`config.mk`:
```
export PLATFORM = sky130hd
export DESIGN_NAME = keypad_scanner
export DESIGN_NICKNAME = d
export VERILOG_FILES = /design/src/rtl/keypad_scanner.sv
export SDC_FILE = /design/constraint.sdc
export NUM_CORES = 1
export LEC_CHECK = 0
export CORE_AREA = 2 2 74 55
export DETAILED_ROUTE_END_ITERATION = 12
export DIE_AREA = 0 0 76 57
export GPL_TIMING_DRIVEN = 0
export PLACE_DENSITY = 0.83
export SLEW_MARGIN = 20
export SYNTH_ARGS = -nofsm -noshare
export SYNTH_HDL_FRONTEND = slang
export SYNTH_SLANG_ARGS = --single-unit
export TNS_END_PERCENT = 5
```
`constraint.sdc`:
```
create_clock -name clk -period 3.5 [get_ports clk]
set_input_delay 0.35 -clock clk [delete_from_list [all_inputs] [get_ports clk]]
set_output_delay 0.35 -clock clk [all_outputs]
set_load 0.01 [all_outputs]
```
`src/rtl/keypad_scanner.sv`:
```
// Row-strobed key-matrix scanner with op-pin priority, scan-level debounce
// and a single-entry valid/ready output register.
module keypad_scanner #(
  parameter int ROWS           = 4,
  parameter int COLS           = 4,
  parameter int NUM_OPS        = 7,
  parameter int SETTLE_CYCLES  = 2,
  parameter int DEBOUNCE_SCANS = 2,
  localparam int CW            = $clog2(ROWS*COLS+NUM_OPS)
) (
  input  logic                clk,
  input  logic                rst_n,
  output logic [ROWS-1:0]     o_row_drive,
  input  logic [COLS-1:0]     i_col_sense,
  input  logic [NUM_OPS-1:0]  i_op_pins,
  output logic [CW-1:0]       o_data,
  output logic                o_valid,
  input  logic                i_ready,
  output logic                o_dropped,
  output logic                o_busy
);

  // state        | meaning
  // IDLE         | no key seen on the last scan
  // PRESS_QUAL   | candidate key seen, counting identical scans
  // HELD         | key qualified and latched, waiting for release
  // RELEASE_QUAL | empty scans seen, counting toward release/emit
  typedef enum logic [1:0] {IDLE, PRESS_QUAL, HELD, RELEASE_QUAL} state_t;

  localparam int NKEYS = ROWS*COLS;
  localparam int RW    = $clog2(ROWS);
  localparam int SW    = (SETTLE_CYCLES > 1) ? $clog2(SETTLE_CYCLES) : 1;
  localparam int QW    = $clog2(DEBOUNCE_SCANS+1);

  logic [RW-1:0] r;
  logic [SW-1:0] s;
  logic          sample, scan_end;

  always_ff @(posedge clk or negedge rst_n) begin
    if (!rst_n) begin
      r <= '0;
      s <= '0;
    end else if (sample) begin
      s <= '0;
      r <= (r == RW'(ROWS-1)) ? '0 : r + 1'b1;
    end else begin
      s <= s + 1'b1;
    end
  end

  assign sample      = (s == SW'(SETTLE_CYCLES-1));
  assign scan_end    = sample && (r == RW'(ROWS-1));
  assign o_row_drive = {{(ROWS-1){1'b0}}, 1'b1} << r;

  // Best closure on the current row: highest column, overridden by lowest op pin.
  logic          smp_vld, smp_op;
  logic [CW-1:0] smp_code;

  always_comb begin
    smp_vld  = 1'b0;
    smp_op   = 1'b0;
    smp_code = '0;
    for (int c = 0; c < COLS; c++) begin
      if (i_col_sense[c]) begin
        smp_vld  = 1'b1;
        smp_code = CW'(int'(r)*COLS + c);
      end
    end
    for (int k = NUM_OPS-1; k >= 0; k--) begin
      if (i_op_pins[k]) begin
        smp_vld  = 1'b1;
        smp_op   = 1'b1;
        smp_code = CW'(NKEYS + k);
      end
    end
  end

  logic          acc_vld, acc_op;
  logic [CW-1:0] acc_code;
  logic          mrg_vld, mrg_op;
  logic [CW-1:0] mrg_code;

  // Rows are visited in ascending order, so a later matrix hit always outranks an earlier one.
  always_comb begin
    mrg_vld  = acc_vld;
    mrg_op   = acc_op;
    mrg_code = acc_code;
    if (smp_vld) begin
      if (!acc_vld || (smp_op && (!acc_op || smp_code < acc_code)) || (!smp_op && !acc_op)) begin
        mrg_vld  = 1'b1;
        mrg_op   = smp_op;
        mrg_code = smp_code;
      end
    end
  end

  always_ff @(posedge clk or negedge rst_n) begin
    if (!rst_n) begin
      acc_vld  <= 1'b0;
      acc_op   <= 1'b0;
      acc_code <= '0;
    end else if (scan_end) begin
      acc_vld  <= 1'b0;
      acc_op   <= 1'b0;
      acc_code <= '0;
    end else if (sample) begin
      acc_vld  <= mrg_vld;
      acc_op   <= mrg_op;
      acc_code <= mrg_code;
    end
  end

  state_t        state, state_nxt;
  logic [QW-1:0] qcnt, qcnt_nxt;
  logic [CW-1:0] cand, cand_nxt, key, key_nxt;
  logic          emit;

  always_ff @(posedge clk or negedge rst_n) begin
    if (!rst_n) begin
      state <= IDLE;
      qcnt  <= '0;
      cand  <= '0;
      key   <= '0;
    end else begin
      state <= state_nxt;
      qcnt  <= qcnt_nxt;
      cand  <= cand_nxt;
      key   <= key_nxt;
    end
  end

  always_comb begin
    state_nxt = state;
    qcnt_nxt  = qcnt;
    cand_nxt  = cand;
    key_nxt   = key;
    emit      = 1'b0;
    if (scan_end) begin
      unique case (state)
        IDLE: begin
          if (mrg_vld) begin
            if (DEBOUNCE_SCANS == 1) begin
              key_nxt   = mrg_code;
              state_nxt = HELD;
            end else begin
              cand_nxt  = mrg_code;
              qcnt_nxt  = QW'(1);
              state_nxt = PRESS_QUAL;
            end
          end
        end
        PRESS_QUAL: begin
          if (!mrg_vld) begin
            state_nxt = IDLE;
          end else if (mrg_code == cand) begin
            qcnt_nxt = qcnt + 1'b1;
            if (int'(qcnt) + 1 >= DEBOUNCE_SCANS) begin
              key_nxt   = cand;
              state_nxt = HELD;
            end
          end else begin
            cand_nxt = mrg_code;
            qcnt_nxt = QW'(1);
          end
        end
        HELD: begin
          if (!mrg_vld) begin
            qcnt_nxt = QW'(1);
            if (DEBOUNCE_SCANS == 1) begin
              emit      = 1'b1;
              state_nxt = IDLE;
            end else begin
              state_nxt = RELEASE_QUAL;
            end
          end
        end
        RELEASE_QUAL: begin
          if (mrg_vld) begin
            state_nxt = HELD;
          end else begin
            qcnt_nxt = qcnt + 1'b1;
            if (int'(qcnt) + 1 >= DEBOUNCE_SCANS) begin
              emit      = 1'b1;
              state_nxt = IDLE;
            end
          end
        end
        default: state_nxt = IDLE;
      endcase
    end
  end

  always_comb begin
    o_busy = (state != IDLE);
  end

  always_ff @(posedge clk or negedge rst_n) begin
    if (!rst_n) begin
      o_data    <= '0;
      o_valid   <= 1'b0;
      o_dropped <= 1'b0;
    end else begin
      o_dropped <= 1'b0;
      if (emit && (!o_valid || i_ready)) begin
        o_data  <= key;
        o_valid <= 1'b1;
      end else begin
        if (emit) o_dropped <= 1'b1;
        if (o_valid && i_ready) o_valid <= 1'b0;
      end
    end
  end

endmodule

```
==> results.txt <==
The final wirelength came out at 5160 um. The synthesized area per cell is 9.95 um^2. TritonCTS built the clock tree. The number of nets in the synthesized netlist is 216. For this design, the sink count on the clock tree is 31. The total placed cells including tap cells came out at 270. IR analysis of the VDD net gives a maximum drop of 315 uV. Based on the critical path, the design can be clocked at up to 0.279 GHz.

The number of antenna violations at the first check in global routing came out at 0. The total clock buffers created by CTS came out at 5. The worst setup path is captured at a register. The first global-routing pass estimated 7910 um of wire.

The signal arrival time at the worst endpoint is 3.76 ns. The detailed placer's ending HPWL came out at 2980 um. The DRC violations left is 0.

STA classifies the critical path startpoint as an input pin. Synthesis produced 193 cells. The floorplan core area is 0.00368 mm^2. The chip height is 57 um. The area growth from synthesis to layout is 32.9%. The global-route usage over all layers is 23.3%. The net count reported at finish is 265. The initial core utilization came out at 52.1%. CTS built an H-tree with a depth of 2. The clock-pin slew on the worst setup and hold paths is 0.06 ns.

At the end of routability-driven placement, the weighted congestion stood at 0.876. Summed over all cells, the static leakage comes to 1.13 nW. The count of final max-slew check failures came out at 0. The critical path contains buffers and inverters numbering 5 combined. Of all nets on the critical path, the largest fanout is 6.

The number of antenna diodes came out at 0. The tree is rooted in a sky130_fd_sc_hd__clkbuf_8. The final reports fail on setup timing.

The largest stage delay on the critical path is 0.39 ns. The count of flip-flops with a built-in enable after synthesis came out at 0. Entering global routing, the biggest net connects 32 pins. The via count of the first global-routing pass came to 1615.

In this run, the number of DRC markers left after iteration 0 of detailed routing was 145. The run finished, with violations left. The most used flip-flop cell after synthesis is sky130_fd_sc_hd__dfrtp_1. The floorplan row count came out at 19. Traced cell by cell, the critical path runs through dlygate4sd2_1, nor4_4, and2_1, buf_6, inv_4, nor3_1, ha_1, nand4_1, inv_2, o211ai_4, o2111a_1, buf_4, o31ai_1, and4_4, nand4_4, mux2_4. The power per unit of standard cell area came out at 409 mW/mm^2. The worst path required time is 3.68 ns. The maximum clock insertion buffer count came out at 2. The share of post-route cells with drive strength above 1 came out at 26.7%. The total of hold buffers inserted after clock tree synthesis is 0. The tool flagged a number of max-cap violations equal to 0.

The clock latency on the worst-skew pair came out at 0.30 ns. The worst min-delay path category is in2async. Using the TritonRoute via totals, the vias-per-cell ratio works out to 6.07. The total non-filler cell area in the finished layout is 0.00255 mm^2. The overall overflow remaining after global route came out at 0. The fraction of the cycle the final worst path needs is 102%. Across the routed clock network, the largest skew measured is 0.00431 ns. The die span in x is 76 um.

The final standard cell count with taps included and fillers excluded came out at 295. The largest individual stage delay along the critical path comes from the cell sky130_fd_sc_hd__o31ai_1. The share of flip-flops with an asynchronous set or reset came out at 100%. The netlist uses 49 different library cells. The count of synthesis-stage warnings from yosys is 0. Sequential elements use 40.4% of the synthesized area.

Headroom to the max-slew limit came out at 53.1%. The detailed-route via count is 1792. The slack of the critical path is -0.0806 ns. The final critical path time including I/O delays and setup is 3.58 ns. The synthesized cell area is 0.00192 mm^2.

The number of register bits inferred by synthesis is 31. The area of the die is 0.00433 mm^2. For this run, the detailed router's first-pass iteration total came to 7.

The critical path is of the in2reg type. The post-place instance area came out at 0.00223 mm^2. The count of port buffers added during placement came out at 25. After detailed routing, the average wire length per cell comes to 17.5 um. The number of I/O pins came out at 26. The final hold violation count is 0. Broken down by cell family, the worst path's largest delay share belongs to simple AND/OR/NAND/NOR gates.

At the pin with the least slew margin, the transition time is 0.704 ns. The final setup violation count is 5. Once detail routing completed, the nets flagged for antenna violations numbered 0.
-- area by class of cell --
cell class	instances	area, um^2
multi-input combinational	144	1170
fill	259	1130
sequential	31	776
timing repair buffer	42	367
clock buffer	8	100
tap	52	65.1
inverter	14	55.1
buffer	4	22.5
-- state kept, by name, indices dropped and copies added (netlist names), named ones only --
| name | flops |
|---|---|
| o_dropped | 1 |
| o_data | 5 |
| key | 5 |
| state | 1 |
| cand | 5 |
| r | 2 |
| acc_code | 5 |
| s | 1 |
| acc_op | 1 |
| o_valid | 1 |
| qcnt | 2 |
| acc_vld | 1 |
-- Yosys cell counts, drive strengths merged, types with 5 or more instances --
cell type	number	area, um^2
nand3	7	35.0
nand2	17	63.8
inv	14	55.1
o21ai	13	68.8
mux2	12	154
nor2	11	41.3
nor3	5	25.0
a21oi	13	65.1
dfrtp	31	776
nand2b	6	37.5
ha	9	113
-- cells by family after synthesis --
family,synth area share [%]
AOI/OAI and AO/OA,20.1
xor gates and xnor gates,0.912
adders and majority gates,5.86
buffers and inverters,3.84
DFF,40.4
muxes,9.06
and+or+nand+nor,19.9
-- layout by cell type (no fill, tap or decap), types with 2 or more instances in the layout --
cell type,synthesis,final
sky130_fd_sc_hd__dlygate4sd2_1,0,7
sky130_fd_sc_hd__nor3_1,5,4
sky130_fd_sc_hd__dfrtp_1,31,31
sky130_fd_sc_hd__clkbuf_1,3,4
sky130_fd_sc_hd__and2_1,2,2
sky130_fd_sc_hd__ha_1,9,8
sky130_fd_sc_hd__nand2b_1,6,5
sky130_fd_sc_hd__nand4_1,3,3
sky130_fd_sc_hd__mux2_4,5,7
sky130_fd_sc_hd__xor2_1,2,2
sky130_fd_sc_hd__o22ai_1,4,4
sky130_fd_sc_hd__mux2i_1,2,2
sky130_fd_sc_hd__nor2b_1,4,4
sky130_fd_sc_hd__o31ai_1,3,3
sky130_fd_sc_hd__dlymetal6s2s_1,0,3
sky130_fd_sc_hd__o21ai_2,1,2
sky130_fd_sc_hd__nand3_1,7,6
sky130_fd_sc_hd__nor4_4,1,2
sky130_fd_sc_hd__clkbuf_8,0,7
sky130_fd_sc_hd__o211ai_1,2,2
sky130_fd_sc_hd__or4_4,0,2
sky130_fd_sc_hd__o21ai_0,10,10
sky130_fd_sc_hd__mux2_2,5,5
sky130_fd_sc_hd__nand2_1,17,16
sky130_fd_sc_hd__nor2_1,11,11
sky130_fd_sc_hd__or2_2,2,2
sky130_fd_sc_hd__a31oi_1,3,3
sky130_fd_sc_hd__clkdlybuf4s50_1,0,13
sky130_fd_sc_hd__buf_4,1,17
sky130_fd_sc_hd__a21oi_1,13,12
sky130_fd_sc_hd__inv_1,13,12
-- power by group --
group          leakage, nW  switching (W)  internal [W]
sequential           0.413      0.0000446      0.000405
combinational        0.669       0.000134      0.000143
clock               0.0515       0.000138      0.000179
total                 1.13       0.000316      0.000728
-- worst paths after layout --
check                                      start                 endpoint  slack [ns]  cells past startpoint
min in group clk           o_data[2]$_DFFE_PN0P_    o_data[2]$_DFFE_PN0P_        0.51                      1
setup reg to reg                r[1]$_DFFE_PN0P_       key[2]$_DFFE_PN0P_        0.25                     12
setup / recovery                    i_op_pins[2]       key[2]$_DFFE_PN0P_       -0.08                     16
hold reg to reg            o_data[2]$_DFFE_PN0P_    o_data[2]$_DFFE_PN0P_        0.51                      1
max in group asynchronous                  rst_n  acc_code[3]$_DFFE_PN0P_        2.94                      1
hold / removal                             rst_n  acc_code[0]$_DFFE_PN0P_        0.10                      1
-- stage by stage --
stage / hold WS (ns) / power [W] / utilization (%) / setup TNS (ns) / worst slack, ns
after floorplan: 0.0544 / 0.000618 / - / 0 / 0.0845
after global placement: 0.488 / 0.000684 / 60.7 / -7.37 / -0.747
after detailed placement: 0.434 / 0.000691 / 60.5 / -7.65 / -0.776
after CTS: 0.127 / 0.00103 / 67.4 / 0 / 0.0147
after global routing: 0.159 / 0.00110 / 69.3 / -0.561 / -0.104
final: 0.100 / 0.00104 / 69.3 / -0.389 / -0.0806
-- what timing repair did --
action	4_1_cts	5_1_grt
pin swaps	12	10
setup buffers	13	4
gates resized for setup	22	11
endpoints found under the setup margin	12	12
-- metal layers --
layer	wire length [um]	vias up	track usage, %
met5	0	-	0
met4	146	0	6.23
met3	363	27	5.85
met2	2390	80	37.1
met1	2260	879	32.4
li1	-	806	-
No activity file was read; power rests on OpenSTA's default activity.
